===== src/rtl/twiddle_fetch_if.sv =====
// twiddle_fetch_if: groups the index stream, ROM read bus and twiddle output stream.
//   w_add/w_valid/w_ready         : twiddle index handshake (producer -> fetch)
//   rom_en/rom_add_a/rom_add_b    : dual-port quarter-wave cosine ROM request
//   rom_data_a/rom_data_b         : ROM read data, one edge after rom_en
//   w_re/w_im/out_valid/out_ready : complex twiddle handshake (fetch -> butterfly)
//   frame_done                    : one-cycle end-of-frame pulse
// slave is the fetch block's view; master is the surrounding environment
// (index source, ROM and butterfly sink).
interface twiddle_fetch_if #(
  parameter int unsigned LOG_NBY2 = 3,
  parameter int unsigned DATA_W   = 16
);
  logic [LOG_NBY2-1:0] w_add;
  logic                w_valid;
  logic                w_ready;
  logic                rom_en;
  logic [LOG_NBY2-1:0] rom_add_a;
  logic [LOG_NBY2-1:0] rom_add_b;
  logic [DATA_W-1:0]   rom_data_a;
  logic [DATA_W-1:0]   rom_data_b;
  logic [DATA_W-1:0]   w_re;
  logic [DATA_W-1:0]   w_im;
  logic                out_valid;
  logic                out_ready;
  logic                frame_done;

  modport slave (
    input  w_add, w_valid, rom_data_a, rom_data_b, out_ready,
    output w_ready, rom_en, rom_add_a, rom_add_b, w_re, w_im, out_valid, frame_done
  );

  modport master (
    output w_add, w_valid, rom_data_a, rom_data_b, out_ready,
    input  w_ready, rom_en, rom_add_a, rom_add_b, w_re, w_im, out_valid, frame_done
  );
endinterface


===== src/rtl/twiddle_fetch.sv =====
// twiddle_fetch: turns twiddle indices k (0..N/2-1) into W_N^k = cos - j*sin by
// reading a quarter-wave cosine ROM (N/4+1 entries) and applying quadrant symmetry.
// Ports:
//   pulse : clock, rising edge
//   reset : asynchronous active-high reset
//   bus   : twiddle_fetch_if.slave (index in, ROM bus, twiddle out, frame_done)
// Pipeline: ROM read + stage 1 (s1_valid, q1) -> stage 2 output register.
// Whole pipeline freezes while the output is valid and not accepted.
module twiddle_fetch #(
  parameter int unsigned LOG_NBY2 = 3,
  parameter int unsigned DATA_W   = 16
) (
  input  logic            pulse,
  input  logic            reset,
  twiddle_fetch_if.slave  bus
);

  localparam int unsigned QTR   = 1 << (LOG_NBY2 - 1);
  localparam int unsigned FRAME = (LOG_NBY2 + 1) << LOG_NBY2;
  localparam int unsigned CNT_W = $clog2(FRAME);

  logic                s1_valid_q, s1_valid_d;
  logic                q1_q, q1_d;
  logic [DATA_W-1:0]   re_q, re_d;
  logic [DATA_W-1:0]   im_q, im_d;
  logic                out_valid_q, out_valid_d;
  logic [CNT_W-1:0]    cnt_q, cnt_d;
  logic                frame_done_q, frame_done_d;

  logic                stall_c;
  logic                quad_c;
  logic [LOG_NBY2-1:0] r_c;
  logic [DATA_W-1:0]   neg_a_c, neg_b_c;
  logic [DATA_W-1:0]   re_dec_c, im_dec_c;

  // Quadrant fold: second quadrant reuses the first with sin/cos swapped.
  always_comb begin
    quad_c = bus.w_add[LOG_NBY2-1];
    r_c    = quad_c ? bus.w_add - LOG_NBY2'(QTR) : bus.w_add;
  end

  assign bus.rom_add_a = r_c;
  assign bus.rom_add_b = LOG_NBY2'(QTR) - r_c;

  assign stall_c     = out_valid_q & ~bus.out_ready;
  assign bus.w_ready = ~stall_c;
  assign bus.rom_en  = bus.w_valid & ~stall_c;

  // ROM words are non-negative, so negation never overflows.
  always_comb begin
    neg_a_c  = DATA_W'(0) - bus.rom_data_a;
    neg_b_c  = DATA_W'(0) - bus.rom_data_b;
    re_dec_c = q1_q ? neg_b_c : bus.rom_data_a;
    im_dec_c = q1_q ? neg_a_c : neg_b_c;
  end

  // Next-state: pipeline advance and frame counting.
  always_comb begin
    s1_valid_d   = s1_valid_q;
    q1_d         = q1_q;
    re_d         = re_q;
    im_d         = im_q;
    out_valid_d  = out_valid_q;
    cnt_d        = cnt_q;
    frame_done_d = 1'b0;

    if (!stall_c) begin
      s1_valid_d  = bus.w_valid;
      q1_d        = quad_c;
      out_valid_d = s1_valid_q;
      // Bubbles keep the previous twiddle on the data outputs.
      if (s1_valid_q) begin
        re_d = re_dec_c;
        im_d = im_dec_c;
      end
    end

    if (out_valid_q && bus.out_ready) begin
      if (cnt_q == CNT_W'(FRAME - 1)) begin
        cnt_d        = '0;
        frame_done_d = 1'b1;
      end else begin
        cnt_d = cnt_q + CNT_W'(1);
      end
    end
  end

  // State registers.
  always_ff @(posedge pulse or posedge reset) begin
    if (reset) begin
      s1_valid_q   <= 1'b0;
      q1_q         <= 1'b0;
      re_q         <= '0;
      im_q         <= '0;
      out_valid_q  <= 1'b0;
      cnt_q        <= '0;
      frame_done_q <= 1'b0;
    end else begin
      s1_valid_q   <= s1_valid_d;
      q1_q         <= q1_d;
      re_q         <= re_d;
      im_q         <= im_d;
      out_valid_q  <= out_valid_d;
      cnt_q        <= cnt_d;
      frame_done_q <= frame_done_d;
    end
  end

  assign bus.w_re       = re_q;
  assign bus.w_im       = im_q;
  assign bus.out_valid  = out_valid_q;
  assign bus.frame_done = frame_done_q;

endmodule


===== src/flat_wrapper.sv =====
// flat-port wrapper written by rule: the top's interface ports become plain ports
module twiddle_fetch_flat 
#(
  parameter int unsigned LOG_NBY2 = 3,
  parameter int unsigned DATA_W   = 16
)
  (pulse, reset, bus_w_add, bus_w_valid, bus_rom_data_a, bus_rom_data_b, bus_out_ready, bus_w_ready, bus_rom_en, bus_rom_add_a, bus_rom_add_b, bus_w_re, bus_w_im, bus_out_valid, bus_frame_done);
  twiddle_fetch_if #(.LOG_NBY2(LOG_NBY2), .DATA_W(DATA_W)) bus_i ();
  input  logic pulse;
  input  logic reset;
  input wire logic [$bits(bus_i.w_add)-1:0] bus_w_add;
  input wire logic [$bits(bus_i.w_valid)-1:0] bus_w_valid;
  input wire logic [$bits(bus_i.rom_data_a)-1:0] bus_rom_data_a;
  input wire logic [$bits(bus_i.rom_data_b)-1:0] bus_rom_data_b;
  input wire logic [$bits(bus_i.out_ready)-1:0] bus_out_ready;
  output wire logic [$bits(bus_i.w_ready)-1:0] bus_w_ready;
  output wire logic [$bits(bus_i.rom_en)-1:0] bus_rom_en;
  output wire logic [$bits(bus_i.rom_add_a)-1:0] bus_rom_add_a;
  output wire logic [$bits(bus_i.rom_add_b)-1:0] bus_rom_add_b;
  output wire logic [$bits(bus_i.w_re)-1:0] bus_w_re;
  output wire logic [$bits(bus_i.w_im)-1:0] bus_w_im;
  output wire logic [$bits(bus_i.out_valid)-1:0] bus_out_valid;
  output wire logic [$bits(bus_i.frame_done)-1:0] bus_frame_done;
  assign bus_i.w_add = bus_w_add;
  assign bus_i.w_valid = bus_w_valid;
  assign bus_i.rom_data_a = bus_rom_data_a;
  assign bus_i.rom_data_b = bus_rom_data_b;
  assign bus_i.out_ready = bus_out_ready;
  assign bus_w_ready = bus_i.w_ready;
  assign bus_rom_en = bus_i.rom_en;
  assign bus_rom_add_a = bus_i.rom_add_a;
  assign bus_rom_add_b = bus_i.rom_add_b;
  assign bus_w_re = bus_i.w_re;
  assign bus_w_im = bus_i.w_im;
  assign bus_out_valid = bus_i.out_valid;
  assign bus_frame_done = bus_i.frame_done;
  twiddle_fetch #(.LOG_NBY2(LOG_NBY2), .DATA_W(DATA_W)) u_core (.pulse(pulse), .reset(reset), .bus(bus_i));
endmodule

===== config.mk =====
export PLATFORM = sky130hd
export DESIGN_NAME = twiddle_fetch_flat
export DESIGN_NICKNAME = d
export VERILOG_FILES = /design/src/rtl/twiddle_fetch_if.sv /design/src/rtl/twiddle_fetch.sv /design/src/flat_wrapper.sv
export SDC_FILE = /design/constraint.sdc
export NUM_CORES = 1
export LEC_CHECK = 0
export CORE_MARGIN = 2
export CORE_UTILIZATION = 40
export DETAILED_ROUTE_END_ITERATION = 12
export PLACE_DENSITY = 0.82
export SETUP_SLACK_MARGIN = 0.05
export SLEW_MARGIN = 10
export SYNTH_ARGS = -nofsm -noshare
export SYNTH_HDL_FRONTEND = slang
export SYNTH_SLANG_ARGS = --single-unit

===== constraint.sdc =====
create_clock -name pulse -period 2.06 [get_ports pulse]
set_input_delay 0.618 -clock pulse [delete_from_list [all_inputs] [get_ports pulse]]
set_output_delay 0.618 -clock pulse [all_outputs]
set_load 0.05 [all_outputs]

==> impl_metrics.tcl <==
set metrics [dict create \
    endpoint_kind "register" \
    nets 468 \
    synth_area_mm2 0.002564 \
    peakVddDrop_mv 0.5523 \
    synth_top_family_by_area "simple AND/OR/NAND/NOR gates" \
    finalClockSkew_ps 6.410 \
    htreeDepth 2 \
    period_share 0.9673 \
    synthCells 282 \
    cp_slowest_stage_delay_ps 580 \
    post_dp_cell_area_mm2 0.003889 \
    cts_root_buf "clkbuf_8" \
    hold_viol_final 0 \
    drcViolationCount 0 \
    cp_slowest_cell "or4_4" \
    tritoncts "done" \
    antenna_cells 0 \
    stdcell_area_mm2 0.004340 \
    drv_slew 0 \
    worst_pin_slew_ps 597.3 \
    layout_commonest_cell "buf_4" \
    ant_nets 0 \
    grt_pass1_wl_mm 14.99 \
    final_cell_mix "buf_4 (98), dfrtp_1 (40), nand2_1 (32)" \
    hold_ws_ps 490.9 \
    cp_data_arrival_time_ps 2170 \
    met2_usage 0.4596 \
    fillers 458 \
    overflow 0 \
    seq_area_frac_synth 0.4002 \
    firstDrtPassIters 5 \
    synth.distinct_cells 46 \
    grt_max_degree 42 \
    io_pins 81 \
    synth_compound_area_frac 0.1298 \
    rows 29 \
    routed_wl_mm 9.393 \
    synth-simple-area-share 0.2626 \
    synthFlopType "dfrtp_1" \
    dieArea_mm2 0.007065 \
    cts_made_buffers 5 \
    syn_nets 326 \
    clock_path_buffers 2 \
    rsz0062_at_grt "false" \
    grt_pass1_vias 3019 \
    clk_pin_slew_worst_paths_ps 80 \
    crit_path_start_kind "input pin" \
    hpwlAfterDp_mm 6.121 \
    ff_latch_area_mm2 0.001027 \
    cts.sinks 41 \
    fmax_mhz 501.8 \
    route.vias.total 2953 \
    yosysWarnings 0 \
    drive_above_1_share 0.4447 \
    synthTopCellsByArea "dfrtp_1 (40%), nand2_1 (4.7%), o211ai_1 (4.4%)" \
    die_y_um 84.06 \
    synthAdderAreaFrac 0.02440 \
    power_per_cell_area_mw_per_mm2 904.2 \
    yosys.area.top_type_share 0.4002 \
    post-route-min-period_ps 1993 \
    core-area_mm2 0.006277 \
    synth_xor_area_frac 0.05466 \
    path_cells "clkdlybuf4s15_1 > or4_4 > buf_6 > nor4_4 > mux2i_1 > a311oi_2" \
    synth-seq-cells 41 \
    p_total_w 0.003925 \
    synth_mux_area_frac 0.06979 \
    synth_area_leader_cell "dfrtp_1" \
    min_path_type "register to register" \
    wl_per_cell_um 18.71 \
    grt_use_met3 0.05341 \
    path_class "input pin to register" \
    antenna_found_initial 0 \
    area_delta_synth_final_pct 69.30 \
    slew_headroom 0.6014 \
    async_flop_share 1.000 \
    synth_edf_count 0 \
    required_ps 2240 \
    fp.dieW_um 84.06 \
    gp_congestion 0.9602 \
    use_met1 0.3076 \
    finalSetupTns_ps 0 \
    port_buffers 79 \
    multi_input_area_mm2 0.001658 \
    drt-vias-per-instance 5.882 \
    drv_cap 0 \
    critical_path.max_fanout 5 \
    p_leak_nw 1.969 \
    drt-initial-drc-count 179 \
    outcome "completed" \
    initial_core_util 0.4084 \
    grt_usage 0.2657 \
    avgSynthCellArea_um2 9.091 \
    report.final.setup_viol 0 \
    clkLatencyLatePin_ps 300 \
    hold_buffers 0 \
    grt.busiest_layer "met2" \
]
what timing repair did:
| action | in CTS | in global routing |
|---|---|---|
| buffers inserted | 8 | 3 |
| setup endpoints to repair | 25 | 19 |
| gates cloned | 2 | 0 |
| gates resized for setup | 77 | 35 |
| pin swaps | 25 | 16 |
critical path: cells and delay by family:
family                 cells  cell delay [ps]
AOI/OAI and AO/OA          1               50
and+or+nand+nor            2              860
buffers and inverters      2              360
muxes                      1              270
path summary, 6_finish.rpt:
check	startpoint	to	slack, ps	cells past startpoint
max	bus_rom_data_a[10]	u_core.bus.w_im[14]$_DFFE_PP0P_	70	6
min	u_core.bus.w_re[5]$_DFFE_PP0P_	u_core.bus.w_re[5]$_DFFE_PP0P_	490	2
max reg2reg	u_core.s1_valid_q$_DFFE_PP0N_	u_core.bus.w_im[15]$_DFFE_PP0P_	210	4
min reg2reg	u_core.bus.w_re[5]$_DFFE_PP0P_	u_core.bus.w_re[5]$_DFFE_PP0P_	490	2
max in group asynchronous	reset	u_core.bus.out_valid$_DFFE_PP0N_	1180	3
min in group asynchronous	reset	u_core.cnt_q[2]$_DFFE_PP0N_	670	3
through the flow:
stage | worst slack, ps | utilization | instances
floorplan | 21.34 | - | 282
global placement | -619.9 | 0.6195 | 482
detailed placement | -649.4 | 0.6195 | 482
CTS | 17.98 | 0.6805 | 500
global route | 32.94 | 0.6914 | 502
finish | 67.28 | 0.6914 | 502
per-layer routing:
layer,vias to the layer above,routed length (um)
met2,173,4699
met4,0,438
met5,-,0
met1,1414,3646
met3,50,609
li1,1316,-
where the power goes:
| group | switching, W | internal (W) | leakage, nW | total (W) |
|---|---|---|---|---|
| Sequential | 0.000176 | 0.00105 | 0.491 | 0.00122 |
| Clock | 0.000293 | 0.000395 | 0.0585 | 0.000688 |
| Combinational | 0.00130 | 0.000712 | 1.42 | 0.00202 |
| Total | 0.00177 | 0.00215 | 1.97 | 0.00392 |
registers in the layout, summed over array words and instances (netlist names):
register and cells:
u_core.bus.out_valid 1, u_core.s1_valid_q 1, u_core.q1_q 1, u_core.bus.w_im 16
u_core.bus.w_re 16, u_core.bus.frame_done 1, u_core.cnt_q 5
synthesized netlist by cell type (all sizes together), types with 2 or more instances:
| cell type | count |
|---|---|
| nand3 | 14 |
| and3 | 3 |
| a311oi | 2 |
| mux2 | 7 |
| inv | 10 |
| o211ai | 15 |
| nor3 | 9 |
| mux2i | 10 |
| nand2 | 32 |
| a31oi | 3 |
| a21oi | 6 |
| nor2b | 2 |
| xor2 | 6 |
| nor4 | 10 |
| ha | 5 |
| nor2 | 14 |
| o31ai | 2 |
| nand4 | 9 |
| dfrtp | 41 |
| xnor2 | 10 |
| or3 | 9 |
| clkbuf | 12 |
| buf | 9 |
| o21ai | 18 |
| or4 | 10 |
logic make-up (layout without fill, tap and decap cells):
family          after synthesis  after routing
compound gates               51             51
other cells                   1              1
xor+xnor                     16             16
flops                        41             41
fa+ha+maj                     5              5
simple gates                120            121
buf+inv                      31            173
mux                          17             17
final cells by class:
cell class / count / area share
clock inverter: 1 / 0.006918
inverter: 10 / 0.01672
tap: 77 / 0.02220
timing repair buffer: 155 / 0.3157
clock buffer: 7 / 0.01989
sequential: 41 / 0.2367
multi-input combinational: 211 / 0.3820
No activity file was read; power rests on OpenSTA's default activity.
